File: src/rtl/pdp8lvcring.sv
// Point-display ring buffer: IOP points go into a dual-port video RAM ring,
// and the ARM drains the ring through an eight-register window.
module pdp8lvcring #(
   parameter int XYW = 10,
   parameter int IW  = 2,
   parameter int AW  = 15,
   localparam int DW = IW + 2*XYW
) (
   input  logic          CLOCK,
   input  logic          RESET_N,
   input  logic          BINIT,
   input  logic          armwrite,
   input  logic [2:0]    armraddr,
   input  logic [2:0]    armwaddr,
   input  logic [31:0]   armwdata,
   output logic [31:0]   armrdata,
   input  logic          ptvalid,
   output logic          ptready,
   input  logic [XYW-1:0] ptx,
   input  logic [XYW-1:0] pty,
   input  logic [IW-1:0] ptint,
   output logic          INT_RQST,
   output logic [AW-1:0] vidaddra,
   output logic [DW-1:0] viddataa,
   output logic          videnaba,
   output logic          vidwrena,
   output logic [AW-1:0] vidaddrb,
   output logic          videnabb,
   input  logic [DW-1:0] viddatab
);

   typedef enum logic [1:0] {W_IDLE, W_WR, W_DONE} wstate_t;
   typedef enum logic [1:0] {R_IDLE, R_ADDR, R_WAIT, R_CAPT} rstate_t;

   wstate_t wst, wst_nx;
   rstate_t rst, rst_nx;

   logic [AW-1:0] insert, remove, thresh, count;
   logic          ovw, dedup, ie;
   logic [11:0]   ovfcnt;
   logic          last_vld, wr_full, rempty;
   logic [DW-1:0] last_word, rdata, point;
   logic          empty, full, accept, dup, take, drop, w_push, ovwpush;
   logic          rbusy, rd_start, pop, pop_empty, ptr_ld, ovf_clr;
   logic          unused_wdata;

   assign unused_wdata = ^armwdata;
   assign point     = {ptint, pty, ptx};
   assign count     = insert - remove;
   assign empty     = (count == '0);
   assign full      = &count;
   assign ptready   = (wst == W_IDLE) & ~BINIT;
   assign accept    = ptvalid & ptready;
   assign dup       = dedup & last_vld & (point == last_word);
   assign drop      = accept & ~dup & full & ~ovw;
   assign take      = accept & ~dup & ~(full & ~ovw);
   // Pointers move on the edge leaving W_WR so insert is visible two cycles after accept.
   assign w_push    = (wst == W_WR);
   assign ovwpush   = w_push & wr_full;
   assign rbusy     = (rst != R_IDLE);
   assign rd_start  = armwrite & (armwaddr == 3'd4) & ~rbusy;
   assign pop       = rd_start & armwdata[31] & ~empty;
   assign pop_empty = rd_start & armwdata[31] & empty;
   assign ptr_ld    = armwrite & (armwaddr == 3'd1);
   assign ovf_clr   = armwrite & (armwaddr == 3'd3) & armwdata[31];
   assign INT_RQST  = ie & (thresh != '0) & (count >= thresh);

   always_comb begin
      wst_nx = wst;
      case (wst)
         W_IDLE:  if (take) wst_nx = W_WR;
         W_WR:    wst_nx = W_DONE;
         W_DONE:  wst_nx = W_IDLE;
         default: wst_nx = W_IDLE;
      endcase
   end

   always_comb begin
      rst_nx = rst;
      case (rst)
         R_IDLE:  if (rd_start && !pop_empty) rst_nx = R_ADDR;
         R_ADDR:  rst_nx = R_WAIT;
         R_WAIT:  rst_nx = R_CAPT;
         default: rst_nx = R_IDLE;
      endcase
   end

   always_ff @(posedge CLOCK or negedge RESET_N) begin
      if (!RESET_N) begin
         ovw <= 1'b0; dedup <= 1'b0; ie <= 1'b0; thresh <= '0;
      end else if (armwrite && armwaddr == 3'd2) begin
         ovw    <= armwdata[31];
         dedup  <= armwdata[30];
         ie     <= armwdata[29];
         thresh <= armwdata[AW-1:0];
      end
   end

   always_ff @(posedge CLOCK or negedge RESET_N) begin
      if (!RESET_N) begin
         wst <= W_IDLE; rst <= R_IDLE;
         insert <= '0; remove <= '0; ovfcnt <= '0;
         last_vld <= 1'b0; last_word <= '0; wr_full <= 1'b0;
         vidaddra <= '0; viddataa <= '0; videnaba <= 1'b0; vidwrena <= 1'b0;
         vidaddrb <= '0; videnabb <= 1'b0; rdata <= '0; rempty <= 1'b0;
      end else if (BINIT) begin
         wst <= W_IDLE; rst <= R_IDLE;
         insert <= '0; remove <= '0; ovfcnt <= '0; last_vld <= 1'b0;
         videnaba <= 1'b0; vidwrena <= 1'b0; videnabb <= 1'b0;
      end else begin
         wst <= wst_nx;
         rst <= rst_nx;
         videnaba <= take;
         vidwrena <= take;
         if (take) begin
            vidaddra  <= insert;
            viddataa  <= point;
            wr_full   <= full;
            last_word <= point;
            last_vld  <= 1'b1;
         end
         // A pointer load overrides every other pointer update in the same cycle.
         if (ptr_ld) begin
            insert   <= armwdata[AW-1:0];
            remove   <= armwdata[16 +: AW];
            last_vld <= 1'b0;
         end else begin
            if (w_push) insert <= insert + 1'b1;
            remove <= remove + AW'(pop) + AW'(ovwpush);
         end
         if (ovf_clr)
            ovfcnt <= '0;
         else if ((drop || ovwpush) && ovfcnt != 12'hFFF)
            ovfcnt <= ovfcnt + 1'b1;
         if (pop_empty) rempty <= 1'b1;
         if (rst == R_IDLE && rd_start && !pop_empty) begin
            rempty   <= 1'b0;
            vidaddrb <= armwdata[31] ? remove : armwdata[AW-1:0];
            videnabb <= 1'b1;
         end
         if (rst == R_CAPT) begin
            rdata    <= viddatab;
            videnabb <= 1'b0;
         end
      end
   end

   always_comb begin
      armrdata = '0;
      case (armraddr)
         3'd0: armrdata = 32'h5652_2001;
         3'd1: begin
            armrdata[16 +: AW] = remove;
            armrdata[AW-1:0]   = insert;
         end
         3'd2: begin
            armrdata[31] = ovw; armrdata[30] = dedup; armrdata[29] = ie;
            armrdata[AW-1:0] = thresh;
         end
         3'd3: begin
            armrdata[31] = empty; armrdata[30] = full; armrdata[29] = INT_RQST;
            armrdata[27:16]  = ovfcnt;
            armrdata[AW-1:0] = count;
         end
         3'd4: begin
            armrdata[31] = rbusy; armrdata[30] = rempty;
            armrdata[DW-1:0] = rdata;
         end
         default: armrdata = 32'hDEAD_BEEF;
      endcase
   end

endmodule

File: config.mk
export PLATFORM = sky130hd
export DESIGN_NAME = pdp8lvcring
export DESIGN_NICKNAME = d
export VERILOG_FILES = /design/src/rtl/pdp8lvcring.sv
export SDC_FILE = /design/constraint.sdc
export NUM_CORES = 1
export LEC_CHECK = 0
export ABC_AREA = 1
export CORE_UTILIZATION = 53
export CTS_CLUSTER_DIAMETER = 100
export DETAILED_ROUTE_END_ITERATION = 10
export PLACE_DENSITY_LB_ADDON = 0.1
export SLEW_MARGIN = 20
export SYNTH_ARGS = -nofsm -noshare
export SYNTH_HDL_FRONTEND = slang
export SYNTH_SLANG_ARGS = --single-unit
File: constraint.sdc
create_clock -name CLOCK -period 5.25 [get_ports CLOCK]
set_clock_uncertainty 0.1 [all_clocks]
set_input_delay 0.7875 -clock CLOCK [delete_from_list [all_inputs] [get_ports CLOCK]]
set_output_delay 0.7875 -clock CLOCK [all_outputs]
set_load 0.005 [all_outputs]
# Yosys cells after proc, flatten, opt, wreduce, memory -nomap -nowiden
# Index checks and enable logic that the tools add are counted.
totals:
  out_inout_bits: 89
  reg_bits: 143
  wordCells: 125
classes:
  reduce_logical: 27
  mux: 32
  n_addsub: 5
  n_bitwise: 26
  n_lt_le_gt_ge: 1
  eq_ne: 16
op_table:
  columns: ["op", "n"]
  rows:
  - ["15-bit 2-to-1 mux", 6]
  - ["15-bit one-hot mux with 5 select lines", 1]
  - ["12-bit 2-to-1 mux", 3]
  - ["15-bit by 1-bit adder with 15-bit output", 2]
  - ["6-bit one-hot mux with 5 select lines", 1]
  - ["6-bit one-hot mux with 4 select lines", 1]
  - ["22-bit equality test", 1]
  - ["1-bit AND", 20]
  - ["15-bit by 1-bit adder with 15-bit output, second input constant", 1]
  - ["15-bit >= comparator", 1]
  - ["15-bit logical NOT", 1]
  - ["15-bit AND reduction", 1]
  - ["15-bit nonzero test", 1]
  - ["15-bit subtractor", 1]
  - ["12-bit by 1-bit adder with 12-bit output, second input constant", 1]
  - ["3-bit by 2-bit equality test with 1-bit output, second input constant", 4]
  - ["12-bit inequality test, second input constant", 1]
  - ["3-bit nonzero test", 4]
  - ["1-bit 2-to-1 mux", 9]
  - ["2-bit 2-to-1 mux", 4]
  - ["1-bit one-hot mux with 4 select lines", 2]
  - ["2-bit AND reduction", 4]
  - ["3-bit by 1-bit equality test with 1-bit output, second input constant", 2]
  - ["3-bit equality test, second input constant", 2]
  - ["17 further kinds", 33]

# Depth between registers and ports, before layout
depth:
  ltp_word: 11
  ltp_mapped: 27
  depth_no_buf: 27

# Worst setup path before layout
# No wires, ideal clock.
synth_timing:
  path_type: "flip-flop to flip-flop"
  from: "register insert[0]"
  to: "register remove[14]"
  path_stages_with_launch: 28
  synth_period_minus_slack_ns: 3.812
  arrival_time_ns: 3.593
  setup_slack_ns: 1.438
  setup_ns: 0.120
  path_buffers: 0
  cell_sequence: "dfrtp_1 -> inv_1 -> ha_1 -> fa_1 -> inv_1 -> nand3_1 -> nand2_4 -> nand2_1 -> nand2_2 -> nand2_1 -> nand2_1 -> nand2_1 -> nand2_2 -> inv_1 -> nand3_1 -> and2_1 -> fa_1 -> ha_1 -> nand3_1 -> nor3_1 -> nand3_1 -> nor2_1 -> inv_1 -> nor3_1 -> nand3_1 -> xnor2_1 -> o21ai_0 -> inv_1"
synth_between:
  elab_chain_cells: 8
synth_lines:
  columns: ["item", "line_no", "source"]
  rows:
  - ["start: declaration", "38", "logic [AW-1:0] insert, remove, thresh, count;"]
  - ["start signal: assignment", "124", "insert <= armwdata[AW-1:0];"]
  - ["start signal: assignment", "128", "if (w_push) insert <= insert + 1'b1;"]
  - ["15-bit subtractor", "49", "assign count = insert - remove;"]
  - ["15-bit logical NOT", "50", "assign empty = (count == '0);"]
  - ["1-bit NOT", "62", "assign pop = rd_start & armwdata[31] & ~empty;"]
  - ["1-bit AND", "62", null]
  - ["15-bit by 1-bit adder with 15-bit output (2 in series)", "129", "remove <= remove + AW'(pop) + AW'(ovwpush);"]
  - ["15-bit 2-to-1 mux", "123", "if (ptr_ld) begin"]
  - ["15-bit 2-to-1 mux", "106", "end else if (BINIT) begin"]
  - ["end signal: assignment", "125", "remove <= armwdata[16 +: AW];"]
  - ["end signal: assignment", "129", null]
  - ["end: declaration", "38", null]
# Every way passes these cells.
# A chain may end at the register's enable or synchronous reset.

# Worst setup path in the final report
layout_timing:
  from: "register insert[0]"
  to: "output port armrdata[29]"
layout_between:
  elab_chain_cells: 4
layout_lines:
  columns: ["item", "line_no", "source"]
  rows:
  - ["15-bit subtractor", "49", null]
  - ["15-bit >= comparator", "66", "assign INT_RQST = ie & (thresh != '0) & (count >= thresh);"]
  - ["1-bit AND", "66", null]
  - ["1-bit one-hot mux with 3 select lines", "150", "case (armraddr)"]
  - ["end: declaration", "16", "output logic [31:0] armrdata,"]
# Every way passes these cells.

==> flow_summary.json <==
{
  "status": "complete, no violations",
  "die_w_um": 132,
  "arrival_ns": 3.97,
  "clk_pin_slew_worst_paths_ns": 0.06,
  "htree_levels": 4,
  "hold_violations": 0,
  "place_ws_ns": 0.775,
  "cts_tree": "yes",
  "ios": 176,
  "start_util_pct": 54.4,
  "cp-end-kind": "primary output",
  "crit_slowest_cell": "clkdlybuf4s50_1",
  "synth_cell_types": 44,
  "fp-row-count": 47,
  "routed_wl_mm": 27.2,
  "nFillCells": 1422,
  "fmaxAchievable_ghz": 0.206,
  "period_needed_ns": 4.86,
  "vias": 8810,
  "yosys_warnings": 0,
  "crit_top_cell": "nand2_1",
  "io_buffers": 174,
  "synth.net_count": 1308,
  "powerDensity_nw_per_um2": 344,
  "drive_above_1_share_pct": 6.96,
  "crit_type": "reg -> out",
  "grt_max_degree": 108,
  "cts_made_buffers": 17,
  "synth_top_area_share_pct": 39.7,
  "ys_seq_area_share_pct": 39.7,
  "synth_edf_count": 0,
  "synth-seq-cells": 143,
  "core_um2": 16600,
  "finalCoreUtilization_pct": 70.1,
  "hold_buffers": 0,
  "min-delay-path-class": "in -> async",
  "ctsRootBufferMaster": "clkbuf_16",
  "fin_setup_tns_ns": 0,
  "firstDrtPassIters": 5,
  "grt_pass1_vias": 8007,
  "dp_hpwl_mm": 20.6,
  "diodes": 0,
  "slowest_delay_ns": 0.50,
  "power_leakage_nw": 5.75,
  "crit_family": "adder cells",
  "p_total_mw": 4.00,
  "maxCapViolCount": 0,
  "syn_area_per_cell_um2": 7.62,
  "fin_hold_ws_ns": 0.128,
  "finalWorstSetupSlack_ns": 0.392,
  "post_cts_buffers": 0,
  "die_area_um2": 17500,
  "rsz0062_at_grt": "false",
  "slew_viol_final": 0,
  "synth_top_area_cell": "dfrtp_1",
  "gp_congestion": 0.949,
  "path_cells": "inv_1 > ha_1 > fa_1 > inv_1 > nand3_1 > nand2_4 > nand2_1 > nand2_2 > inv_1 > nand2_1 > nand2_1 > ha_1 > nand2_1 > o21ai_0 > o21bai_1 > a41oi_1 > o211ai_1 > nand3_1 > nand2_1 > clkdlybuf4s50_1",
  "area_delta_synth_final_pct": 28.8,
  "worst_slew_pin_slew_ns": 1.04,
  "grt_usage_pct": 31.7,
  "drt_iter0_drc": 880,
  "netlist_area_um2": 9020,
  "clock_path_buffers": 2,
  "cts.sinks": 143,
  "postSynth.asyncResetShare_pct": 100,
  "finalSetupViolCount": 0,
  "crit_required_ns": 4.36,
  "ant_nets": 0,
  "die_h_um": 132,
  "yosys_most_used_dff": "dfrtp_1",
  "cp_num_buf_inv": 4,
  "antenna_found_initial": 0,
  "start_kind": "flip-flop",
  "route.detailed.drc": 0,
  "final_cell_mix": "nand2_1 (306), inv_1 (174), clkdlybuf4s50_1 (173), dfrtp_1 (143), o21ai_0 (116)",
  "clk_latency_ns": 0.44,
  "fin_crit_sh_pct": 92.5,
  "final_common_cell": "nand2_1",
  "netlist_instances": 1184,
  "path_max_fanout": 5,
  "post_cts_resize_count": 0,
  "synth_area_leaders": "dfrtp_1 (40%), nand2_1 (13%), inv_1 (7.2%)",
  "grt_overflow_total": 0,
  "drt-vias-per-instance": 5.56,
  "grt_pass1_wl_mm": 42.7,
  "slew_headroom_pct": 30.8,
  "peakVddDrop_v": 0.000266,
  "final_nets": 1476,
  "wl_per_cell_um": 17.2
}
[report_power, final]
group          internal, mW  total (mW)  switching (mW)
logic                 0.586        1.25           0.662
clock network         0.817        1.33           0.513
registers              1.28        1.42           0.140
[layout make-up]
cell class | count | area, um^2 | area share [%]
multi-input combinational | 820 | 4560 | 39.3
tap | 220 | 275 | 2.37
clock inverter | 14 | 204 | 1.76
sequential | 143 | 3580 | 30.8
clock buffer | 18 | 439 | 3.78
inverter | 180 | 676 | 5.81
timing repair buffer | 190 | 1880 | 16.2
[synthesized netlist by cell type, types with 2 or more instances]
library cell and count:
mux2_2 22, nand3_2 3, o211ai_1 9, fa_1 2, nor2_2 2, o22ai_1 17
nand3_1 52, o21bai_1 9, nor3_1 18, xor2_1 37, nand4_1 35, a41oi_1 2
o21ai_1 6, nand2_4 3, ha_1 35, buf_2 6, a21oi_1 35, inv_1 174
clkbuf_1 26, buf_6 5, nand2_2 7, dfrtp_1 143, nor2_1 56, buf_1 2
and2_1 3, a221oi_1 12, nor4_1 3, inv_2 5, o2111ai_1 4, o221ai_1 8
xnor2_1 9, o21ai_0 116, buf_4 2, nand2_1 306
[worst register-to-register path: stages, from the launching register on]
cell	delay (ns)
dfrtp_1	0.37
inv_1	0.10
ha_1	0.24
fa_1	0.41
inv_1	0.09
nand3_1	0.11
nand2_4	0.11
nand2_1	0.06
nand2_2	0.10
nand2_1	0.07
nand2_1	0.07
nand2_1	0.06
nand2_2	0.10
inv_1	0.06
nand3_1	0.15
and2_1	0.17
fa_1	0.22
ha_1	0.20
nand3_1	0.13
nor3_1	0.31
nand3_1	0.18
nor2_1	0.19
inv_1	0.08
nor3_1	0.30
nand3_1	0.19
xnor2_1	0.16
o21ai_0	0.14
inv_1	0.05
[logic make-up after synthesis]
logic type / count (synthesis) / share of synthesized area, %
buf+inv: 221 / 9.78
fa+ha+maj: 37 / 5.30
simple gates: 493 / 23.7
xor+xnor: 47 / 4.65
mux: 22 / 2.75
compound gates: 221 / 14.1
flops: 143 / 39.7
[through the flow]
step | instance area [um^2] | std cells
after floorplan | 9020 | 1184
after global placement | 10900 | 1552
after detailed placement | 10900 | 1552
after CTS | 11600 | 1584
after global routing | 11600 | 1585
final | 11600 | 1585
[sequential cells by signal, indices dropped and copies added, names as in the netlist]
name and flops:
rdata 22, rempty 1, dedup 1, ie 1, last_word 22, vidwrena 1
ovw 1, videnabb 1, ovfcnt 12, wst 2, last_vld 1, thresh 15
wr_full 1, vidaddra 15, rst 2, vidaddrb 15, remove 15, insert 15
[layer usage]
metal | vias to the layer above | track usage [%] | wire length [um]
li1 | 4241 | - | -
met1 | 4125 | 45.0 | 12100
met2 | 391 | 48.9 | 12300
met3 | 53 | 5.71 | 2220
met4 | 0 | 11.0 | 656
met5 | - | 0 | 0
[final timing paths]
path                                    startpoint                       end  cells past startpoint  slack, ns
max                          insert[0]$_DFFE_PN0P_              armrdata[29]                     20       0.39
min                                        RESET_N  vidaddrb[12]$_DFFE_PN0P_                      1       0.13
max reg2reg                  insert[0]$_DFFE_PN0P_      remove[14]$_DFF_PN0_                     27       0.63
min reg2reg                vidaddra[8]$_DFFE_PN0P_   vidaddra[8]$_DFFE_PN0P_                      2       0.39
max in group asynchronous                  RESET_N     thresh[3]$_DFFE_PN0P_                      2       4.15
min in group CLOCK         vidaddra[8]$_DFFE_PN0P_   vidaddra[8]$_DFFE_PN0P_                      2       0.39
Power figures use the tool's default switching activity.
